[config.mk]
export PLATFORM = sky130hd
export DESIGN_NAME = inst_fetch
export DESIGN_NICKNAME = d
export VERILOG_FILES = /design/src/rtl/inst_fetch_pkg.sv /design/src/rtl/inst_fetch_pc.sv /design/src/rtl/inst_fetch.sv
export SDC_FILE = /design/constraint.sdc
export NUM_CORES = 1
export LEC_CHECK = 0
export ABC_AREA = 1
export CORE_UTILIZATION = 44
export DETAILED_ROUTE_END_ITERATION = 12
export PLACE_DENSITY = 0.9
export SYNTH_ARGS = -nofsm -noshare
export SYNTH_HDL_FRONTEND = slang
export SYNTH_SLANG_ARGS = --single-unit
[constraint.sdc]
create_clock -name clk -period 3 [get_ports clk]
set_input_delay 0.6 -clock clk [delete_from_list [all_inputs] [get_ports clk]]
set_output_delay 0.6 -clock clk [all_outputs]
set_load 0.01 [all_outputs]
[src/rtl/inst_fetch_pkg.sv]
// Shared bus widths, NOP encoding, fetch FSM states and next-PC select helper for inst_fetch.
package inst_fetch_pkg;

    localparam int ADDR_BUS    = 32;
    localparam int DATA_BUS    = 32;
    localparam int MEM_SEL_BUS = 4;

    localparam logic [DATA_BUS-1:0] INST_NOP = 32'h0000_0000;

    typedef enum logic {
        FETCH_BOOT = 1'b0,
        FETCH_RUN  = 1'b1
    } fetch_state_e;

    typedef enum logic [1:0] {
        NPC_HOLD,
        NPC_SEQ,
        NPC_BRANCH,
        NPC_FLUSH
    } npc_sel_e;

    // Flush beats stall beats branch; nothing moves outside RUN.
    function automatic npc_sel_e npc_select(input logic run, input logic stall,
                                            input logic flush, input logic branch_flag);
        if (!run)             return NPC_HOLD;
        else if (flush)       return NPC_FLUSH;
        else if (stall)       return NPC_HOLD;
        else if (branch_flag) return NPC_BRANCH;
        else                  return NPC_SEQ;
    endfunction

endpackage

[src/rtl/inst_fetch_pc.sv]
// Program counter register and next-PC priority mux for inst_fetch.
module inst_fetch_pc
    import inst_fetch_pkg::*;
#(
    parameter logic [ADDR_BUS-1:0] RESET_PC = 32'hBFC0_0000
) (
    input  logic                clk,
    input  logic                rst,
    input  logic                run,
    input  logic                stall,
    input  logic                flush,
    input  logic [ADDR_BUS-1:0] exc_pc,
    input  logic                branch_flag,
    input  logic [ADDR_BUS-1:0] branch_target,
    output logic [ADDR_BUS-1:0] pc_reg
);

    npc_sel_e            sel;
    logic [ADDR_BUS-1:0] pc_next;

    always_comb begin
        sel     = npc_select(run, stall, flush, branch_flag);
        pc_next = pc_reg;
        case (sel)
            NPC_FLUSH:  pc_next = exc_pc;
            NPC_BRANCH: pc_next = branch_target;
            NPC_SEQ:    pc_next = pc_reg + 32'd4;  // wraps naturally at 2^32
            default:    pc_next = pc_reg;
        endcase
    end

    always_ff @(posedge clk) begin
        if (rst) pc_reg <= RESET_PC;
        else     pc_reg <= pc_next;
    end

endmodule

[src/rtl/inst_fetch.sv]
// TinyMIPS instruction-fetch initiator: drives the ROM bus and registers {pc, inst} into IF/ID.
// Optional macro FETCH_ADDR_CHECK_EN adds misaligned-PC detection (fetch_exc/bad_vaddr ports).
module inst_fetch
    import inst_fetch_pkg::*;
#(
    parameter logic [ADDR_BUS-1:0] RESET_PC  = 32'hBFC0_0000,
    parameter int                  CNT_WIDTH = 32
) (
    input  logic                   clk,
    input  logic                   rst,
    input  logic                   stall,
    input  logic                   flush,
    input  logic [ADDR_BUS-1:0]    exc_pc,
    input  logic                   branch_flag,
    input  logic [ADDR_BUS-1:0]    branch_target,
    output logic                   rom_en,
    output logic [MEM_SEL_BUS-1:0] rom_write_en,
    output logic [ADDR_BUS-1:0]    rom_addr,
    output logic [DATA_BUS-1:0]    rom_write_data,
    input  logic [DATA_BUS-1:0]    rom_read_data,
    output logic [ADDR_BUS-1:0]    pc_out,
    output logic [DATA_BUS-1:0]    inst_out,
    output logic                   inst_valid,
`ifdef FETCH_ADDR_CHECK_EN
    output logic                   fetch_exc,
    output logic [ADDR_BUS-1:0]    bad_vaddr,
`endif
    output logic [CNT_WIDTH-1:0]   fetch_count
);

    fetch_state_e        state;
    logic [ADDR_BUS-1:0] pc_reg;
    logic                run;
    logic                addr_fault;

    assign run = (state == FETCH_RUN);

`ifdef FETCH_ADDR_CHECK_EN
    assign addr_fault = (pc_reg[1:0] != 2'b00);
`else
    assign addr_fault = 1'b0;
`endif

    assign rom_en         = run && !stall && !addr_fault;
    assign rom_addr       = pc_reg;
    assign rom_write_en   = '0;
    assign rom_write_data = '0;

    inst_fetch_pc #(
        .RESET_PC (RESET_PC)
    ) u_pc (
        .clk           (clk),
        .rst           (rst),
        .run           (run),
        .stall         (stall),
        .flush         (flush),
        .exc_pc        (exc_pc),
        .branch_flag   (branch_flag),
        .branch_target (branch_target),
        .pc_reg        (pc_reg)
    );

    always_ff @(posedge clk) begin
        if (rst) begin
            state       <= FETCH_BOOT;
            pc_out      <= '0;
            inst_out    <= INST_NOP;
            inst_valid  <= 1'b0;
            fetch_count <= '0;
`ifdef FETCH_ADDR_CHECK_EN
            fetch_exc   <= 1'b0;
            bad_vaddr   <= '0;
`endif
        end else begin
            case (state)
                FETCH_BOOT: state <= FETCH_RUN;
                FETCH_RUN: begin
                    if (flush) begin
                        pc_out     <= pc_reg;
                        inst_out   <= INST_NOP;
                        inst_valid <= 1'b0;
`ifdef FETCH_ADDR_CHECK_EN
                        fetch_exc  <= 1'b0;
                        bad_vaddr  <= '0;
`endif
                    end else if (!stall) begin
                        pc_out <= pc_reg;
                        if (addr_fault) begin
                            inst_out   <= INST_NOP;
                            inst_valid <= 1'b0;
`ifdef FETCH_ADDR_CHECK_EN
                            // First offending PC is kept until a flush clears it.
                            if (!fetch_exc) bad_vaddr <= pc_reg;
                            fetch_exc  <= 1'b1;
`endif
                        end else begin
                            inst_out    <= rom_read_data;
                            inst_valid  <= 1'b1;
                            fetch_count <= fetch_count + CNT_WIDTH'(1);
                        end
                    end
                end
                default: state <= FETCH_BOOT;
            endcase
        end
    end

endmodule
==> results of run 1 <==
cell usage in the layout, fill, tap and decap left out, drive strengths merged:
master / instances
clkbuf: 19
inv: 85
buf: 16
o22ai: 1
a31oi: 11
and2: 1
o21bai: 1
or2: 1
dfxtp: 130
o211ai: 1
clkinv: 11
nor3: 23
nand4: 18
a221oi: 13
xor2: 3
o221ai: 1
o21ai: 83
nor2: 121
a22o: 9
conb: 36
clkdlybuf4s50: 229
ha: 5
nand2: 303
a21oi: 103
nand3b: 2
nand3: 35
bufinv: 1
clkinvlp: 2
nor3b: 2
report_power, final:
group	internal [mW]	total, mW	switching [mW]
Clock	1.18	1.98	0.800
Sequential	1.83	1.95	0.118
Combinational	0.440	0.888	0.448
metrics by stage:
step / power [mW] / util
finish: 4.82 / 0.644
global route: 5.00 / 0.644
CTS: 4.82 / 0.644
detailed placement: 2.85 / 0.607
global placement: 2.84 / 0.607
floorplan: 2.40 / -
cell families (layout without fill, tap and decap cells):
kind of cell	after synthesis	count (layout)
AND/OR/NAND/NOR	506	506
AO/OA/AOI/OAI	223	223
buffers and inverters	167	363
flip-flops	130	130
adder cells (fa/ha/maj)	5	5
XOR/XNOR	3	3
other	1	36
worst paths after layout:
check | to | slack, ps | cells after the start
max | rom_en | 600 | 5
min | inst_out[20]$_SDFFE_PP0P_ | 460 | 2
max reg2reg | u_pc.pc_reg[18]$_SDFFE_PP0P_ | 930 | 9
min reg2reg | inst_out[20]$_SDFFE_PP0P_ | 460 | 2
critical path, delay by kind of cell:
family                 cells  cell delay (ps)
AND/OR/NAND/NOR            1               70
buffers and inverters      4             1130
metal layers:
layer  global-route usage  up-vias
li1                     -     3759
met1                0.370     3626
met2                0.446      452
met3               0.0641       63
met4                0.118        2
met5                    0        -
layout make-up:
type / count / area [um^2]
timing repair buffer: 245 / 2470
inverter: 87 / 328
multi-input combinational: 773 / 3590
tap: 188 / 235
sequential: 130 / 2600
clock inverter: 12 / 109
fill: 1307 / 5420
clock buffer: 19 / 453
==> results, run 1 <==
- Along the worst path, the maximum fanout reaches 3.
- Once placement finished, the instance area stood at 9220 um^2.
- The fraction of registers with async set/reset is 0.
- The flow ran to the end, and the final reports show no timing, DRC or antenna violations.
- Setup violations remaining at the end of the flow were counted as 0.
- During placement, the flow inserted port buffers numbering 230.
- The number of diodes is 0.
- The post-synthesis compound-gate area fraction came to 0.179.
- TritonCTS created 17 clock buffers.
- Entering global routing, the biggest net connects 59 pins.
- The via count of the first global-routing pass is 7346.
- The total number of vias is 7902.
- For this run, design rule violations remaining after detail routing come to 0.
- The clock reaches the later pin of the worst-skew pair after roughly 420 ps.
- From bottom edge to top edge, the die measures 127 um.
- After detailed routing, the met2 layer carries 9.93 mm of wire.
- In this run, post-CTS hold repair placed 0 buffers.
- The largest family of logic cells by synthesized area is simple AND/OR/NAND/NOR gates.
- The final standard cell count with taps included and fillers excluded is 1454.
- By instance count, the leading cell after synthesis is nand2_1.
- After clock tree synthesis, the setup repair step added 0 buffers.
- Based on the critical path, the design can be clocked at up to ~0.42 GHz.
- The detailed-route wire length is 22.5 mm.
- The critical path starts at stall.
- The first routing iteration left 699 violations.
- The arrival time reported for the critical path endpoint is about 1800 ps.
- The sequential cell area fraction in the yosys report is 0.381.
- The TritonCTS clock tree is done.
- The path type of the worst min-delay path is register to register.
- The post-synthesis share of cell area spent on full adders, half adders and majority gates is 0.00915.
- The number of enable flip-flop cells after synthesis is 0.
- Summing every instance area after synthesis gives 6830 um^2.
- The share of cells above drive strength 1 is 0.0553.
- The clock-pin transition on the worst setup and hold timing paths is 60 ps.
- The peak ir drop on the vdd network is 0.390 mV.
- The number of levels in the clock H-tree is 4.
- For the pin with the worst max-slew slack, the measured transition is 861 ps.
- Traced cell by cell, the critical path runs through clkdlybuf4s50_1 -> inv_1 -> nand2_1 -> inv_1 -> clkdlybuf4s50_1.
- In this run the core area contains 45 standard-cell rows.
- The total iterations of the first detailed-routing run is 7.
- After floorplanning, the core was sized to cover around 15000 um^2.
- On the worst path, the slowest cell contributes a delay of approximately 570 ps.
- The share of the clock period used by the worst path after layout is 0.799.
- The number of max-cap violations is 0.
- The category of the worst setup path launch point is an input pin.
- For this run, the leading register cell type out of synthesis is dfxtp_1.
- The die covers 16000 um^2.
- The finished layout cell area is 9790 um^2.
- The startpoint of the most critical register-to-register path is run$_DFF_P_.
- The HPWL reported at the end of detailed placement is 16.3 mm.
- Dividing the detail-routed wire length by the instance count gives 15.4 um.
- The worst-case setup margin in the final layout is 603 ps.
- The top-area cell type share of the netlist area is 0.381.
- Hold timing on the final database bottoms out at a slack of 460 ps.
- The final count of hold timing violations is 0.
- The first global-routing pass estimated 36.2 mm of wire.
- For this run, the total global-route usage over all layers was measured as 0.282.
- The leakage power summed over all cells is 3.66 nW.
- The tree built by TritonCTS fans out to 130 sinks.
- The setup TNS is 0 ps.
- The post-cts resize count is 0.
- The type of the setup path with the least slack is input pin to output pin.
- Setup repair after global routing left no endpoint under its margin.
- STA classifies the critical path endpoint as an output pin.
- Dividing the detail-routed via count by the number of cells gives 5.43.
- The data required time at the worst endpoint is between 2000 and 2500 ps.
- The total overflow reported by the global router is 0.
- Yosys attributes the largest share of cell area to dfxtp_1 38%, nand2_1 16%, a21oi_1 7.5%.
- The yosys synthesis warning count is 0.
- Dividing the synthesized area by the synthesized cell count gives 6.60 um^2.
- The simple-gate share of the synthesized area is 0.313.
- The slowest stage of the critical path is the clkdlybuf4s50_1 cell.
- The routed design could run at a clock period as short as 2400 ps.
- The portion of synthesized area spent on multiplexers is 0.
- The worst slew margin relative to its limit is 0.422.
- The area added between synthesis and finish is 43.2%.
- The highest metal layer with signal wires is met5.
- The length of routed met3 wiring is 2.17 mm.
- The root cell of the clock tree is clkbuf_16.
- On the final layout, the worst clock skew is 8.46 ps.
- The count of pins on the block boundary is about 270.
- In the final routing, the length of wire on met1 measures between 9 and 10 mm.
- The post-route antenna net violation count is 0.
- The post-synthesis cell type with the largest combined area is dfxtp_1.
- The number of antenna violations at the first check in global routing is 1.
- The number of slew-limit violations in the final report is 0.
- Synthesis instantiated 38 different standard cells from the library.
- The flop and latch count out of synthesis is 130.
- At the placement stage, the worst setup path has a slack of 276 ps.
- After synthesis, the most frequently instantiated cells are 298 x nand2_1, 130 x dfxtp_1, 111 x nor2_1, 103 x a21oi_1, 82 x inv_1.
- The total placed cells including tap cells is 1423.
- The last weighted congestion value of the routability-driven placer is about 1.0.
- Of the total synthesized cell area, the portion taken by XOR and XNOR cells is 0.00384.
- The final net count is 1360.
- The clock passes through at most 2 buffers.
- After technology mapping, the gate count stands at 1035.
- The initial utilization of the core area, before any placement, comes to 0.450.
- The worst hold path begins at inst_out[20]$_SDFFE_PP0P_.
- For this design the ratio of total power to cell area is between 400 and 500 nW/um^2.
- The floorplan die width is about 130 um.
Note: power is estimated with default switching activity, not from simulation.
==> run 2: changes to the inputs <==
- clock period: 3 -> 2.4 ns (I/O delays scaled with it)
==> results, run 2 (synthesis results as in run 1) <==
- The maximum number of pins on one net before global-route repair is 59 (unchanged).
- The starting DRC count in detailed routing is 790 (+13%).
- The root cell of the clock tree is clkbuf_16.
- The worst-case setup margin in the final layout came to 151 ps (-453 ps).
- The power density of the placed cells was 643 nW/um^2 (+31%).
- Compared with the post-synthesis result, the final layout area differs by 45.4%.
- The count of input and output buffers is 230 (unchanged).
- The cell with the largest stage delay on the worst path is clkdlybuf4s50_1.
- The detailed-route vias per instance is 5.40 (-0.72%).
- The number of fill cells in the layout is 1312 (+0.38%).
- The number of buffers created by CTS is 17 (unchanged).
- The final net count is 1374 (+1.0%).
- The total overflow reported by the global router was 0 (unchanged).
- The flow ran to the end, and the final reports show no timing, DRC or antenna violations.
- In the finished design, the share of the clock period the worst path needs comes to 0.937.
- The final count of hold timing violations is 0 (unchanged).
- The first-pass GRT wire length is 35.8 mm (-0.93%).
- The data required time at the worst endpoint is 2700 ps (+300 ps).
- The maximum number of buffers from clock root to sink is 2 (unchanged).
- The worst stage delay on the critical path is 420 ps (-150 ps).
- The post-CTS setup repair buffer count is 0 (unchanged).
- The insertion delay of the later-clocked pin in the worst-skew pair was 420 ps (about the same).
- The number of levels in the clock H-tree is 4 (unchanged).
- The element type at the critical path end is a register.
- The total iterations of the first detailed-routing run is 8 (+1).
- The post-detailed-route wirelength per cell is 15.5 um (+0.14%).
- The arrival time reported for the critical path endpoint is 2550 ps (+750 ps).
- The final critical path time including I/O delays and setup is 2250 ps.
- The number of diodes is 0 (unchanged).
- The post-route antenna net violation count is 0 (unchanged).
- The total setup violations reported at the end of the flow came to 0 (unchanged).
- The starting density of the core came to 0.450 (unchanged).
- The type of the setup path with the least slack is input pin to register.
- The largest fanout on the critical path was 9 (+6).
- The number of DRC violations after detailed routing came to 0 (unchanged).
- The last weighted congestion value of the routability-driven placer is 0.985 (-1.2%).
- The die height is 127 um (unchanged).
- The TritonCTS clock tree is done.
- STA classifies the critical path startpoint as an input pin.
- The most common library cell in the layout ignoring fill and taps is nand2_1.
- The total design power is 6.39 mW (+33%).
- The overall die area came to 16000 um^2 (unchanged).
- The detailed-route wire length is 22.7 mm (+1.2%).
- The clock-pin transition on the worst setup and hold timing paths is 60 ps (about the same).
- The HPWL reported at the end of detailed placement is 16.4 mm (+0.80%).
- Leaving out fill and tap cells, the most frequent cells in the layout are 298 x nand2_1, 229 x clkdlybuf4s50_1, 130 x dfxtp_1.
- The most numerous cell on the critical path is nand2_1.
- The worst slew margin relative to its limit is 0.575 (+0.153).
- Traced cell by cell, the critical path runs through clkdlybuf4s50_1 -> inv_1 -> nand2_1 -> o21ai_0 -> inv_1 -> ha_1 -> nand2_1 -> inv_1 -> buf_4 -> a22o_1 -> inv_1 -> nand2_1 -> nand2_1 -> nand2_1.
- The number of max-cap violations is 0 (unchanged).
- The flop-to-flop setup slack is 280 ps (-650 ps).
- The floorplan die width is 127 um (unchanged).
- The total number of vias was 7926 (+0.30%).
- The area used by sequential logic in the layout is 2600 um^2 (unchanged).
- Setup repair after global routing left no endpoint under its margin.
- The gate family responsible for the most delay along the worst path is buffers and inverters.
- The core area came to 15200 um^2 (unchanged).
- The count of pins on the block boundary was 267 (unchanged).
- The pre-CTS worst setup slack is -237 ps (-513 ps).
- The leakage power summed over all cells came to 3.75 nW (+2.4%).
- The TritonCTS sink count was 130 (unchanged).
- The worst clock skew on the final layout is 11.5 ps (+3.01 ps).
- The global-route usage over all layers came to 0.283 (+0.000846).
- The number of antenna violations at the first check in global routing is 0 (-1).
- The multi-input gate area in the final layout is 3590 um^2 (unchanged).
- The total number of placement rows came to 45 (unchanged).
- The slew of the pin with the lowest slew margin came to 637 ps (-224 ps).
- The post-cts resize count came to 0 (unchanged).
- The via count of the first global-routing pass was 7157 (-2.6%).
- In this run the worst hold path is classified as register to register.
- The highest attainable clock frequency is 0.445 GHz.
- The share of cells above drive strength 1 is 0.0664 (+0.0111).
- The number of hold-repair buffers added at the cts stage is 0 (unchanged).
- The count of buffering cells on the critical path with inverters included is 6 (+2).
- The number of slew-limit violations in the final report is 0 (unchanged).
- The peak ir drop on the vdd network was 0.536 mV (+37%).
==> run 2: worst paths after layout <==
path                             endpoint                      start  cells past startpoint
min reg2reg     inst_out[22]$_SDFFE_PP0P_  inst_out[22]$_SDFFE_PP0P_                      2
max reg2reg  u_pc.pc_reg[22]$_SDFFE_PP1P_                run$_DFF_P_                     12
min             inst_out[22]$_SDFFE_PP0P_  inst_out[22]$_SDFFE_PP0P_                      2
max          u_pc.pc_reg[22]$_SDFFE_PP1P_                      stall                     14
==> run 2: power breakdown <==
part	total [mW]	internal [mW]	leakage [nW]	switching [mW]
registers	2.44	2.29	1.06	0.151
clock network	2.83	1.82	0.309	1.00
logic	1.13	0.561	2.38	0.565
==> run 2: worst reg2reg max path: cells and delay by family, from the launching register on <==
family | cells | cell delay, ps
AND/OR/NAND/NOR | 5 | 330
adder cells (fa/ha/maj) | 1 | 360
flip-flops | 1 | 390
AO/OA/AOI/OAI | 2 | 490
buffers and inverters | 4 | 450
==> run 2: layout make-up <==
| cell class | instances | area share |
|---|---|---|
| timing repair buffer | 259 | 0.256 |
| sequential | 130 | 0.262 |
| multi-input combinational | 773 | 0.361 |
| inverter | 87 | 0.0330 |
| clock inverter | 12 | 0.0180 |
| clock buffer | 20 | 0.0470 |
| tap | 188 | 0.0237 |
==> run 2: stage by stage <==
step	utilization	instance area [um^2]	hold slack [ps]	std cells	setup TNS, ps
3_3_place_gp	0.611	9290	447	1437	-901
5_1_grt	0.654	9940	470	1469	0
4_1_cts	0.654	9940	460	1469	0
6_report	0.654	9940	460	1469	0
3_5_place_dp	0.611	9290	453	1437	-5960
2_1_floorplan	-	6970	484	1070	0
==> run 2: layer usage <==
metal | part of all wire | global-route usage | vias up | wire length [um]
li1 | - | - | 3780 | -
met4 | 0.028 | 0.118 | 0 | 647
met3 | 0.091 | 0.0662 | 47 | 2080
met5 | 0 | 0 | - | 0
met2 | 0.46 | 0.456 | 422 | 10400
met1 | 0.42 | 0.363 | 3677 | 9610
==> run 3: changes to the inputs <==
- PLACE_DENSITY: 0.9 -> 0.78
==> results, run 3 (synthesis results as in run 1) <==
- The run finished with clean final reports.
- The number of levels in the clock H-tree is 4 (unchanged).
- The number of DRC violations after detailed routing is 0 (unchanged).
- The highest attainable clock frequency is 0.464 GHz (+4.3%).
- The detailed-route wire length came to 22.1 mm (-2.5%).
- The worst slew margin relative to its limit is 0.566 (-0.00952).
- The post-detailed-route wirelength per cell was 15.0 um (-3.0%).
- The setup path with the least slack is of type input pin to register.
- The last weighted congestion value of the routability-driven placer is 0.944 (-4.1%).
- The total overflow reported by the global router is 0 (unchanged).
- The number of slew-limit violations in the final report is 0 (unchanged).
- The worst-case setup margin in the final layout is 243 ps (+92.2 ps).
- The worst clock skew on the final layout is 7.67 ps (-3.79 ps).
- The area added between synthesis and finish is 46.2%.
- The number of antenna violations at the first check in global routing is 0 (unchanged).
- The clock-pin transition on the worst setup and hold timing paths is 60 ps (about the same).
- The die height was 127 um (unchanged).
- The HPWL reported at the end of detailed placement is 16.1 mm (-2.1%).
- The starting density of the core came to 0.450 (unchanged).
- The total number of vias is 7664 (-3.3%).
- The maximum number of buffers from clock root to sink was 2 (unchanged).
- The TritonCTS sink count is 130 (unchanged).
- The utilization after layout is 0.657 (+0.00346).
- TritonCTS built the clock tree.
- The maximum number of pins on one net before global-route repair was 73 (+24%).
- The starting DRC count in detailed routing came to 574 (-27%).
- The detailed-route vias per instance is 5.19 (-3.8%).
- The total setup violations reported at the end of the flow is 0 (unchanged).
- The via count of the first global-routing pass is 7231 (+1.0%).
- The fraction of power consumed by the clock network is 0.436 (-0.006).
- The power density of the placed cells was 633 nW/um^2 (-1.6%).
- The switching power came to 1.69 mW (-1.5%).
- The arrival time reported for the critical path endpoint is 2460 ps (-90 ps).
- The global-route usage over all layers came to 0.281 (-0.00173).
- The total number of placement rows came to 45 (unchanged).
- The number of fill cells in the layout is 1330 (+1.4%).
- The slew of the pin with the lowest slew margin is 652 ps (+14.3 ps).
- The floorplan die width is 127 um (unchanged).
- The total design power came to 6.33 mW (-1.1%).
- The sequential fraction of design power is 0.385 (+0.004).
- The share of cells above drive strength 1 is 0.0714 (+0.00502).
- The element type at the critical path end is a register.
- The post-route antenna net violation count was 0 (unchanged).
- Leaving out fill and tap cells, the most frequent cell in the layout is nand2_1.
- The number of buffers created by CTS is 17 (unchanged).
- The root cell of the clock tree is clkbuf_16.
- The leakage power summed over all cells is 3.78 nW (+0.78%).
- The insertion delay of the later-clocked pin in the worst-skew pair is 420 ps (about the same).
- Setup repair after global routing left no endpoint under its margin.
- The overall die area is 16000 um^2 (unchanged).
- The pre-CTS worst setup slack is -188 ps (+49.3 ps).
- The setup TNS is 0 ps (unchanged).
- The total internal power is 4.63 mW (-0.90%).
- The total iterations of the first detailed-routing run is 6 (-2).
- The number of max-cap violations is 0 (unchanged).
- The switching power share of the total is 0.268 (-0.00116).
- The post-CTS setup repair buffer count is 0 (unchanged).
- The combinational power share is 0.180 (+0.004).
- The peak ir drop on the vdd network came to 0.488 mV (-8.9%).
- The category of the worst setup path launch point is an input pin.
- The largest fanout on the critical path is 22 (+13).
- The final critical path time including I/O delays and setup is 2160 ps (-92.2 ps).
- The core area is 15200 um^2 (unchanged).
- Leaving out fill and tap cells, the most frequent cells in the layout are 298 x nand2_1, 229 x clkdlybuf4s50_1, 130 x dfxtp_1.
- The first-pass GRT wire length came to 35.8 mm (unchanged).
- The count of input and output buffers was 230 (unchanged).
- The data required time at the worst endpoint is 2700 ps (about the same).
- The final-layout worst hold slack came to 460 ps (-0.479 ps).
- The final count of hold timing violations came to 0 (unchanged).
- The share of the clock period used by the worst path after layout is 0.899 (-0.0384).
- The final net count came to 1382 (+0.58%).
- In this run the worst hold path is classified as register to register.
- The count of pins on the block boundary is 267 (unchanged).
- The number of diodes is 0 (unchanged).
[run 3: cell types whose count changed in the layout (fill, tap and decap cells not counted), sizes merged]
cell      previous run  this run
clkbuf              20        19
clkinv               8         7
clkinvlp             3         4
inv                 84        85
buf                 30        38
[run 3: routing by layer]
layer  part of all wire  GRT usage
met5                  0          0
met4              0.025      0.112
met2               0.45      0.444
met1               0.44      0.365
met3              0.084     0.0725
[run 3: power groups by stage]
stage | Combinational [mW] | Sequential (mW) | Clock, mW
detailed placement | 1.12 | 2.47 | 0
floorplan | 0.502 | 2.49 | 0
CTS | 1.13 | 2.43 | 2.79
global route | 1.24 | 2.45 | 2.89
global placement | 1.11 | 2.48 | 0
finish | 1.14 | 2.43 | 2.76
[run 3: timing repair]
item,in CTS,in global routing
setup endpoints to repair,0,1
hold buffers,0,0
gates resized for setup,0,1
[run 3: worst max-delay path: stages]
cell	delay, ps
clkdlybuf4s50_1	420
inv_1	60
nand2_1	70
o21ai_1	170
inv_1	90
ha_1	370
nand2_1	100
inv_1	80
buf_12	160
a22o_1	180
inv_1	70
nand2_1	70
nand2_1	80
nand2_1	50
[run 3: final timing paths]
kind | from | endpoint | slack, ps | depth (start not counted)
max | stall | u_pc.pc_reg[23]$_SDFFE_PP1P_ | 240 | 14
min | inst_out[19]$_SDFFE_PP0P_ | inst_out[19]$_SDFFE_PP0P_ | 460 | 2
min reg2reg | inst_out[19]$_SDFFE_PP0P_ | inst_out[19]$_SDFFE_PP0P_ | 460 | 2
max reg2reg | run$_DFF_P_ | u_pc.pc_reg[23]$_SDFFE_PP1P_ | 360 | 12
[run 3: final cells by class]
class	count	area [um^2]	share of cell area
Clock inverter	13	183	0.0183
Clock buffer	19	443	0.0443
Multi-Input combinational cell	773	3590	0.359
Sequential cell	130	2600	0.261
Tap cell	188	235	0.0235
Inverter	87	328	0.0328
Timing Repair Buffer	267	2610	0.262
[run 3: per-stage QoR]
stage                     cell area [um^2]  instances
final                                 9990       1477
after global routing                  9990       1477
after CTS                             9990       1477
after detailed placement              9360       1445
after global placement                9360       1445
after floorplan                       6970       1070
